File: config.mk
export PLATFORM = sky130hd
export DESIGN_NAME = csr_pwm
export DESIGN_NICKNAME = d
export VERILOG_FILES = /design/src/rtl/csr_pwm.sv
export SDC_FILE = /design/constraint.sdc
export NUM_CORES = 1
export LEC_CHECK = 0
export CORE_MARGIN = 3
export CORE_UTILIZATION = 53
export DETAILED_ROUTE_END_ITERATION = 7
export PLACE_DENSITY_LB_ADDON = 0.25
export SYNTH_ARGS = -nofsm -noshare
export SYNTH_HDL_FRONTEND = slang
export SYNTH_SLANG_ARGS = --single-unit
File: constraint.sdc
create_clock -name clk -period 2.32 [get_ports clk]
set_input_delay 0.58 -clock clk [delete_from_list [all_inputs] [get_ports clk]]
set_output_delay 0.58 -clock clk [all_outputs]
set_load 0.01 [all_outputs]
File: src/rtl/csr_pwm.sv
// ---------------------------------------------------------------------------
// csr_pwm
//   Multi-channel PWM generator controlled through RISC-V Zicsr style CSR
//   accesses. One free-running counter is shared by all channels; PERIOD and
//   DUTY are double-buffered into shadow registers that are only reloaded at
//   the end of a PWM period (or continuously while disabled), so software
//   updates never produce a truncated or stretched pulse.
//
//   Register map (relative to BaseAddr):
//     +0        CTRL    bit0 EN (rw), bit1 WRAP (sticky, set at each wrap)
//     +1        PERIOD  PWM period minus one
//     +2+i      DUTY[i] high cycles per period for channel i
//
// Ports
//   clk         rising-edge clock
//   reset       asynchronous, active-low reset
//   csr_enable  a CSR instruction is executing this cycle
//   csr_addr    CSR address
//   csr_op      funct3: 001 RW, 010 RS, 011 RC, 101 RWI, 110 RSI, 111 RCI
//   rs1_zimm    rs1 index, or zero-extended immediate for the *I forms
//   rs1_data    rs1 register value
//   match       csr_enable high and csr_addr hits one of our registers
//   out         pre-write value of the addressed register (0 when no match)
//   pwm         registered PWM outputs, one per channel
// ---------------------------------------------------------------------------
module csr_pwm #(
    parameter int          Channels = 4,
    parameter int          CntWidth = 16,
    parameter logic [11:0] BaseAddr = 12'h7C0
) (
    input  logic                clk,
    input  logic                reset,
    input  logic                csr_enable,
    input  logic [11:0]         csr_addr,
    input  logic [2:0]          csr_op,
    input  logic [4:0]          rs1_zimm,
    input  logic [31:0]         rs1_data,
    output logic                match,
    output logic [31:0]         out,
    output logic [Channels-1:0] pwm
);

    localparam logic [11:0] NumRegs = 12'(Channels + 2);

    // Architectural registers
    logic                ctrl_en;
    logic                ctrl_wrap;
    logic [CntWidth-1:0] period;
    logic [CntWidth-1:0] duty [Channels];

    // Shadow copies used by the counter/comparators
    logic [CntWidth-1:0] period_sh;
    logic [CntWidth-1:0] duty_sh [Channels];
    logic [CntWidth-1:0] cnt;

    // CSR decode
    logic [11:0]         offset;
    logic [31:0]         rd_val;
    logic [31:0]         src;
    logic [31:0]         new_val;
    logic                wr_en;
    logic                wr_ctrl;
    logic                wr_period;
    logic [Channels-1:0] wr_duty;
    logic                wrap_set;
    logic                disabling;
    logic                unused_new_val;

    // Modular subtraction folds the range check into a single compare.
    assign offset = csr_addr - BaseAddr;
    assign match  = csr_enable && (offset < NumRegs);
    assign out    = match ? rd_val : 32'd0;

    always_comb begin
        rd_val = 32'd0;
        if (offset == 12'd0) begin
            rd_val = {30'd0, ctrl_wrap, ctrl_en};
        end else if (offset == 12'd1) begin
            rd_val = 32'(period);
        end else begin
            for (int i = 0; i < Channels; i++) begin
                if (offset == 12'(i + 2)) begin
                    rd_val = 32'(duty[i]);
                end
            end
        end
    end

    assign src = csr_op[2] ? {27'd0, rs1_zimm} : rs1_data;

    always_comb begin
        case (csr_op[1:0])
            2'b01:   new_val = src;
            2'b10:   new_val = rd_val | src;
            2'b11:   new_val = rd_val & ~src;
            default: new_val = rd_val;
        endcase
    end

    // Set/clear forms with rs1/zimm == 0 are pure reads; funct3 x00 is not a CSR op.
    assign wr_en = match && (csr_op[1:0] != 2'b00)
                 && ((csr_op[1:0] == 2'b01) || (rs1_zimm != 5'd0));

    assign wr_ctrl   = wr_en && (offset == 12'd0);
    assign wr_period = wr_en && (offset == 12'd1);

    always_comb begin
        wr_duty = '0;
        for (int i = 0; i < Channels; i++) begin
            wr_duty[i] = wr_en && (offset == 12'(i + 2));
        end
    end

    // Only the low CntWidth bits are stored; CTRL uses bits [1:0].
    assign unused_new_val = ^new_val;

    assign wrap_set  = ctrl_en && (cnt == period_sh);
    assign disabling = wr_ctrl && !new_val[0];

    always_ff @(posedge clk or negedge reset) begin
        if (!reset) begin
            ctrl_en   <= 1'b0;
            ctrl_wrap <= 1'b0;
            period    <= '0;
            period_sh <= '0;
            cnt       <= '0;
            pwm       <= '0;
            for (int i = 0; i < Channels; i++) begin
                duty[i]    <= '0;
                duty_sh[i] <= '0;
            end
        end else begin
            // ---- CSR write commit ----
            if (wr_ctrl) begin
                ctrl_en <= new_val[0];
            end
            // A wrap in the same cycle as a software clear wins, so no wrap is lost.
            ctrl_wrap <= wrap_set | (wr_ctrl ? new_val[1] : ctrl_wrap);
            if (wr_period) begin
                period <= new_val[CntWidth-1:0];
            end
            for (int i = 0; i < Channels; i++) begin
                if (wr_duty[i]) begin
                    duty[i] <= new_val[CntWidth-1:0];
                end
            end

            // ---- Counter and PWM output stage ----
            // Shadows see the pre-write PERIOD/DUTY; a write on a wrap edge
            // therefore lands one period later.
            if (!ctrl_en) begin
                cnt       <= '0;
                pwm       <= '0;
                period_sh <= period;
                for (int i = 0; i < Channels; i++) begin
                    duty_sh[i] <= duty[i];
                end
            end else if (disabling) begin
                cnt <= '0;
                pwm <= '0;
            end else begin
                for (int i = 0; i < Channels; i++) begin
                    pwm[i] <= (cnt < duty_sh[i]);
                end
                if (cnt == period_sh) begin
                    cnt       <= '0;
                    period_sh <= period;
                    for (int i = 0; i < Channels; i++) begin
                        duty_sh[i] <= duty[i];
                    end
                end else begin
                    cnt <= cnt + CntWidth'(1);
                end
            end
        end
    end

endmodule
* Word level (Yosys, flattened, before mapping)
Index checks and enable logic that the tools add are counted.
W data, S select, Z words.
** Word-level totals
- Register bits :: 182
- Input port bits :: 55
- Output and inout bits :: 37
- Logic and storage cells :: 74
** Operators by class
- Add/sub/neg operators :: 2
- Magnitude comparators :: 5
- Eq/ne operators :: 11
- Multiplexer cells :: 21
- Bitwise operators :: 4
- Reductions and logical operators :: 17
** Operators by type and width (number)
- $mux W32 :: 6
- $mux W64 :: 3
- $mux W16 :: 8
- $lt A16 B16 Y1 :: 4
- $pmux W16 S3 :: 1
- $eq A12 B2 Y1 const B :: 2
- $eq A12 B3 Y1 const B :: 2
- $add A16 B1 Y16 const B :: 1
- $and A16 B16 Y16 :: 1
- $eq A16 B16 Y1 :: 1
- $not A16 Y16 :: 1
- $or A16 B16 Y16 :: 1
- $eq A12 B1 Y1 const B :: 1
- $logic_not A12 Y1 :: 1
- $lt A12 B3 Y1 const B :: 1
- $sub A12 B11 Y12 const B :: 1
- $logic_and A1 B1 Y1 :: 11
- $mux W4 :: 2
- $reduce_bool A5 Y1 :: 1
- $eq A2 B2 Y1 const B :: 2
- $eq A2 B1 Y1 const B :: 1
- $ne A2 B1 Y1 const B :: 1
- $ne A2 B2 Y1 const B :: 1
- $reduce_and A2 Y1 :: 1
- other kinds (5) :: 5

* Depth between registers and ports, before layout
- Depth in word-level cells :: 14
- Depth in mapped cells :: 8
- Depth with buffers taken out :: 7

* Worst setup path after synthesis
Ideal clock, no wire load.
- Path type :: input port to output port
- Start point :: input port csr_addr[2]
- End point :: output port out[12]
- Arrival :: 1916 ps
- Required time :: 1740 ps
- Path slack :: -176 ps
- Stages on the path :: 7
- Path buffers :: 3
- Cells stage by stage :: clkbuf_2 -> or2_2 -> buf_2 -> buf_2 -> o32ai_1 -> nand3_1 -> nor2_1
** Between the ends
- Longest elaborated chain between the ends :: 9
- Elaborated cells on any way between the ends :: 16
- Those cells by class :: add/sub (1); order compare (1); eq/ne (5); mux (7); reduce/logical (2)
** Ends and longest elaborated chain
- start: declaration :: RTL line 34 : input logic [11:0] csr_addr,
- $sub A12 B11 Y12 (*) :: RTL line 70 : assign offset = csr_addr - BaseAddr;
- $eq A12 B2 Y1 :: RTL line 82 : if (offset == 12'(i + 2)) begin
- $mux W16 :: RTL line 82
- $mux W32 (3 in a row) :: RTL line 82
- $mux W32 :: RTL line 78 : end else if (offset == 12'd1) begin
- $mux W32 :: RTL line 76 : if (offset == 12'd0) begin
- $mux W32 (*) :: RTL line 72 : assign out = match ? rd_val : 32'd0;
- end: declaration :: RTL line 39 : output logic [31:0] out,
Mark *: on every way between the ends. The rest lies on a longest branch, timed or not.

* Worst setup path after layout
- Start point :: input port csr_addr[2]
- End point :: output port out[8]
Same word-level chain as after synthesis.

==> results.toml <==
[clock_tree]
worstSkewPairLatency_ns = 0.45
cts-root-buf = "clkbuf_16"
cts_tree = "done"
path_clk_slew_ns = 0.07
clk_path_buf_depth = 2
ctsHoldBuffers = 0
htreeDepth = 4
cts_buffers = 17
clock-sinks = 182

[finish]
drive_above_1_share_pct = 39.0
nNetsFinal = 1239
synthToLayoutAreaGrowth_pct = 32.4
mostFrequentLayoutCell = "dfrtp_1"
instances_no_fill = 1396
antenna_cells = 0
fin_area_sq_um = 13800
final_cell_mix = "182 x dfrtp_1, 110 x buf_4, 108 x mux2_2"

[place]
gp_congestion = 0.921
placed_area_sq_um = 12100
post-dp-hpwl_mm = 20.5
portBuffers = 59
dp.cells = 1324

[detailed_routing]
vias = 8303
ant_nets = 0
route.detailed.drc = 0
drt_iter0_drc = 749
drt_first_pass_iters = 5
routed_wl_mm = 31.3
drt-vias-per-instance = 5.95
routedWlPerCell_microns = 22.5

[status]
status = "finished, violations left"
violations = "setup timing"

[worst_setup_path]
critPathCaptureType = "primary output"
path_max_fanout = 6
arrival_ns = 1.86
worstPathRequired_ns = 1.74
reg2reg_depth = 9
rrSetupSlack_ns = -0.01
r2r_end = "period_sh[2]"
worstSetupEndpoint = "out[8]"
critPathLaunch = "csr_addr[2]"
timing.rr.start = "period_sh[9]"
start_kind = "input port"
critical_path_class = "in -> out"

[sta]
finalHoldViolCount = 0
fmax_ghz = 0.410
setup_ws_ns = -0.120
tightest_slew_ns = 0.523
finalMaxSlewViolations = 0
whs_ns = 0.0807
fin_setup_tns_ns = -1.40
min_period_over_period_pct = 105
setup_viol = 35
rsz0062_at_grt = "true"
period_minus_slack_ns = 2.44
slew_headroom_pct = 65.1
finalClockSkew_ns = 0.0144

[grt]
grt_max_degree = 51
antenna_found_initial = 0
gr-total-overflow = 0
first_global_vias = 8428
grt_pass1_wl_mm = 47.6
grtUsageTotal_pct = 28.6

[power]
p_leak_uw = 0.00667
peakVddDrop_uv = 580
power_density_nw_per_um2 = 567
total_power_uw = 7810

[yosys]
seq_area_frac_synth_pct = 43.7
syn_area_per_cell_sq_um = 11.1
syn_area_sq_um = 10400
async_flop_share_pct = 100
ys_types = 59
synthCells = 939
synth_warnings = 0
synth_edf_count = 0
synth_ff_type = "dfrtp_1"
synth_seq_cells = 182

[floorplanning]
die_h_microns = 146
ios = 92
coreArea_sq_um = 19000
initial_core_util_pct = 54.8
die_area_sq_um = 21400
die_w_microns = 146
placementRows = 50

[job]
drv_cap = 0

[worst_hold_path]
hold_class = "in -> async"
-- power by group --
part / total [uW] / leakage (uW) / internal [uW] / switching [uW]
clock: 3020 / 0.000299 / 1590 / 1440
combinational: 1590 / 0.00384 / 832 / 763
sequential: 3190 / 0.00253 / 3180 / 7.12
-- kinds of logic (layout without fill, tap and decap cells) --
family	after synthesis	count (layout)	share of synthesized area (%)
buffers and inverters	124	304	5.92
DFF	182	182	43.7
and+or+nand+nor	230	232	11.9
adders and majority gates	61	61	7.33
other	1	16	0.0360
xor gates and xnor gates	42	42	3.53
AOI/OAI and AO/OA	125	125	8.83
muxes	174	174	18.7
-- what timing repair did --
| item | 4_1_cts | 5_1_grt |
|---|---|---|
| resized for setup | 212 | 54 |
| cloned | 11 | 4 |
| buffers inserted | 29 | 2 |
| pin swaps | 40 | 18 |
| setup endpoints to repair | 164 | 93 |
-- state kept, by name, summed over array words and instances, names as in the netlist --
name	flops
duty	64
duty_sh	64
cnt	16
period	16
period_sh	16
pwm	4
ctrl_en	1
ctrl_wrap	1
-- Yosys cell counts, drive strengths merged (3+ instances only) --
| cell | count | share of area, % |
|---|---|---|
| ha | 61 | 7.3 |
| a2111oi | 4 | 0.34 |
| a21oi | 32 | 1.5 |
| o221ai | 3 | 0.25 |
| mux2 | 153 | 17 |
| o2111ai | 8 | 0.67 |
| nor2b | 22 | 1.3 |
| nand4 | 11 | 0.66 |
| and3b | 14 | 1.2 |
| nand3 | 25 | 1.2 |
| o32ai | 15 | 1.3 |
| a22oi | 11 | 0.99 |
| o31ai | 10 | 0.72 |
| o21a | 5 | 0.36 |
| or2 | 4 | 0.24 |
| and4 | 3 | 0.25 |
| o21ai | 7 | 0.44 |
| xnor2 | 15 | 1.3 |
| nand2 | 67 | 2.4 |
| a211oi | 4 | 0.29 |
| a21o | 12 | 0.87 |
| nor2 | 43 | 1.5 |
| and2 | 8 | 0.48 |
| inv | 65 | 2.3 |
| buf | 42 | 2.9 |
| clkbuf | 17 | 0.64 |
| a31oi | 4 | 0.24 |
| xor2 | 27 | 2.3 |
| dfrtp | 182 | 44 |
| or4b | 5 | 0.52 |
| o211ai | 5 | 0.49 |
| nor3 | 4 | 0.29 |
| nand2b | 8 | 0.48 |
| mux2i | 21 | 2.1 |
| nor4 | 8 | 0.62 |
-- metrics by stage --
step	utilization (%)	setup WS [ns]
floorplan	-	-0.0314
global placement	63.5	-0.917
detailed placement	63.5	-0.978
CTS	71.3	-0.0800
global route	72.5	-0.185
finish	72.5	-0.120
-- per-layer routing --
| metal | share of wire [%] | global-route usage, % | vias up |
|---|---|---|---|
| met1 | 43 | 39.6 | 4197 |
| met5 | 0 | 0 | - |
| met4 | 2.3 | 8.00 | 0 |
| met2 | 48 | 46.3 | 345 |
| li1 | - | - | 3697 |
| met3 | 7.0 | 5.37 | 64 |
-- critical path, cell delays in order --
cell and delay, ns:
buf_8 0.11, or2_4 0.27, buf_4 0.17, o32ai_2 0.35, nand3_4 0.14, nor2_4 0.13, buf_6 0.11
-- worst min-delay path by stage --
stage,from,end,cells after the start
2_1_floorplan,reset,cnt[0],0
3_3_place_gp,duty_sh[8],duty_sh[8],1
3_5_place_dp,duty_sh[11],duty_sh[11],1
4_1_cts,reset,cnt[0],1
5_1_grt,reset,period_sh[0],1
6_report,reset,period_sh[0],1
-- final cells by class --
| cell class | count | area [sq um] |
|---|---|---|
| Multi-Input combinational cell | 650 | 5950 |
| Sequential cell | 182 | 4550 |
| Timing Repair Buffer | 207 | 2100 |
| Clock buffer | 18 | 439 |
| Fill cell | 1262 | 5230 |
| Tap cell | 260 | 325 |
| Inverter | 65 | 244 |
| Clock inverter | 14 | 173 |
Power figures use the tool's default switching activity.
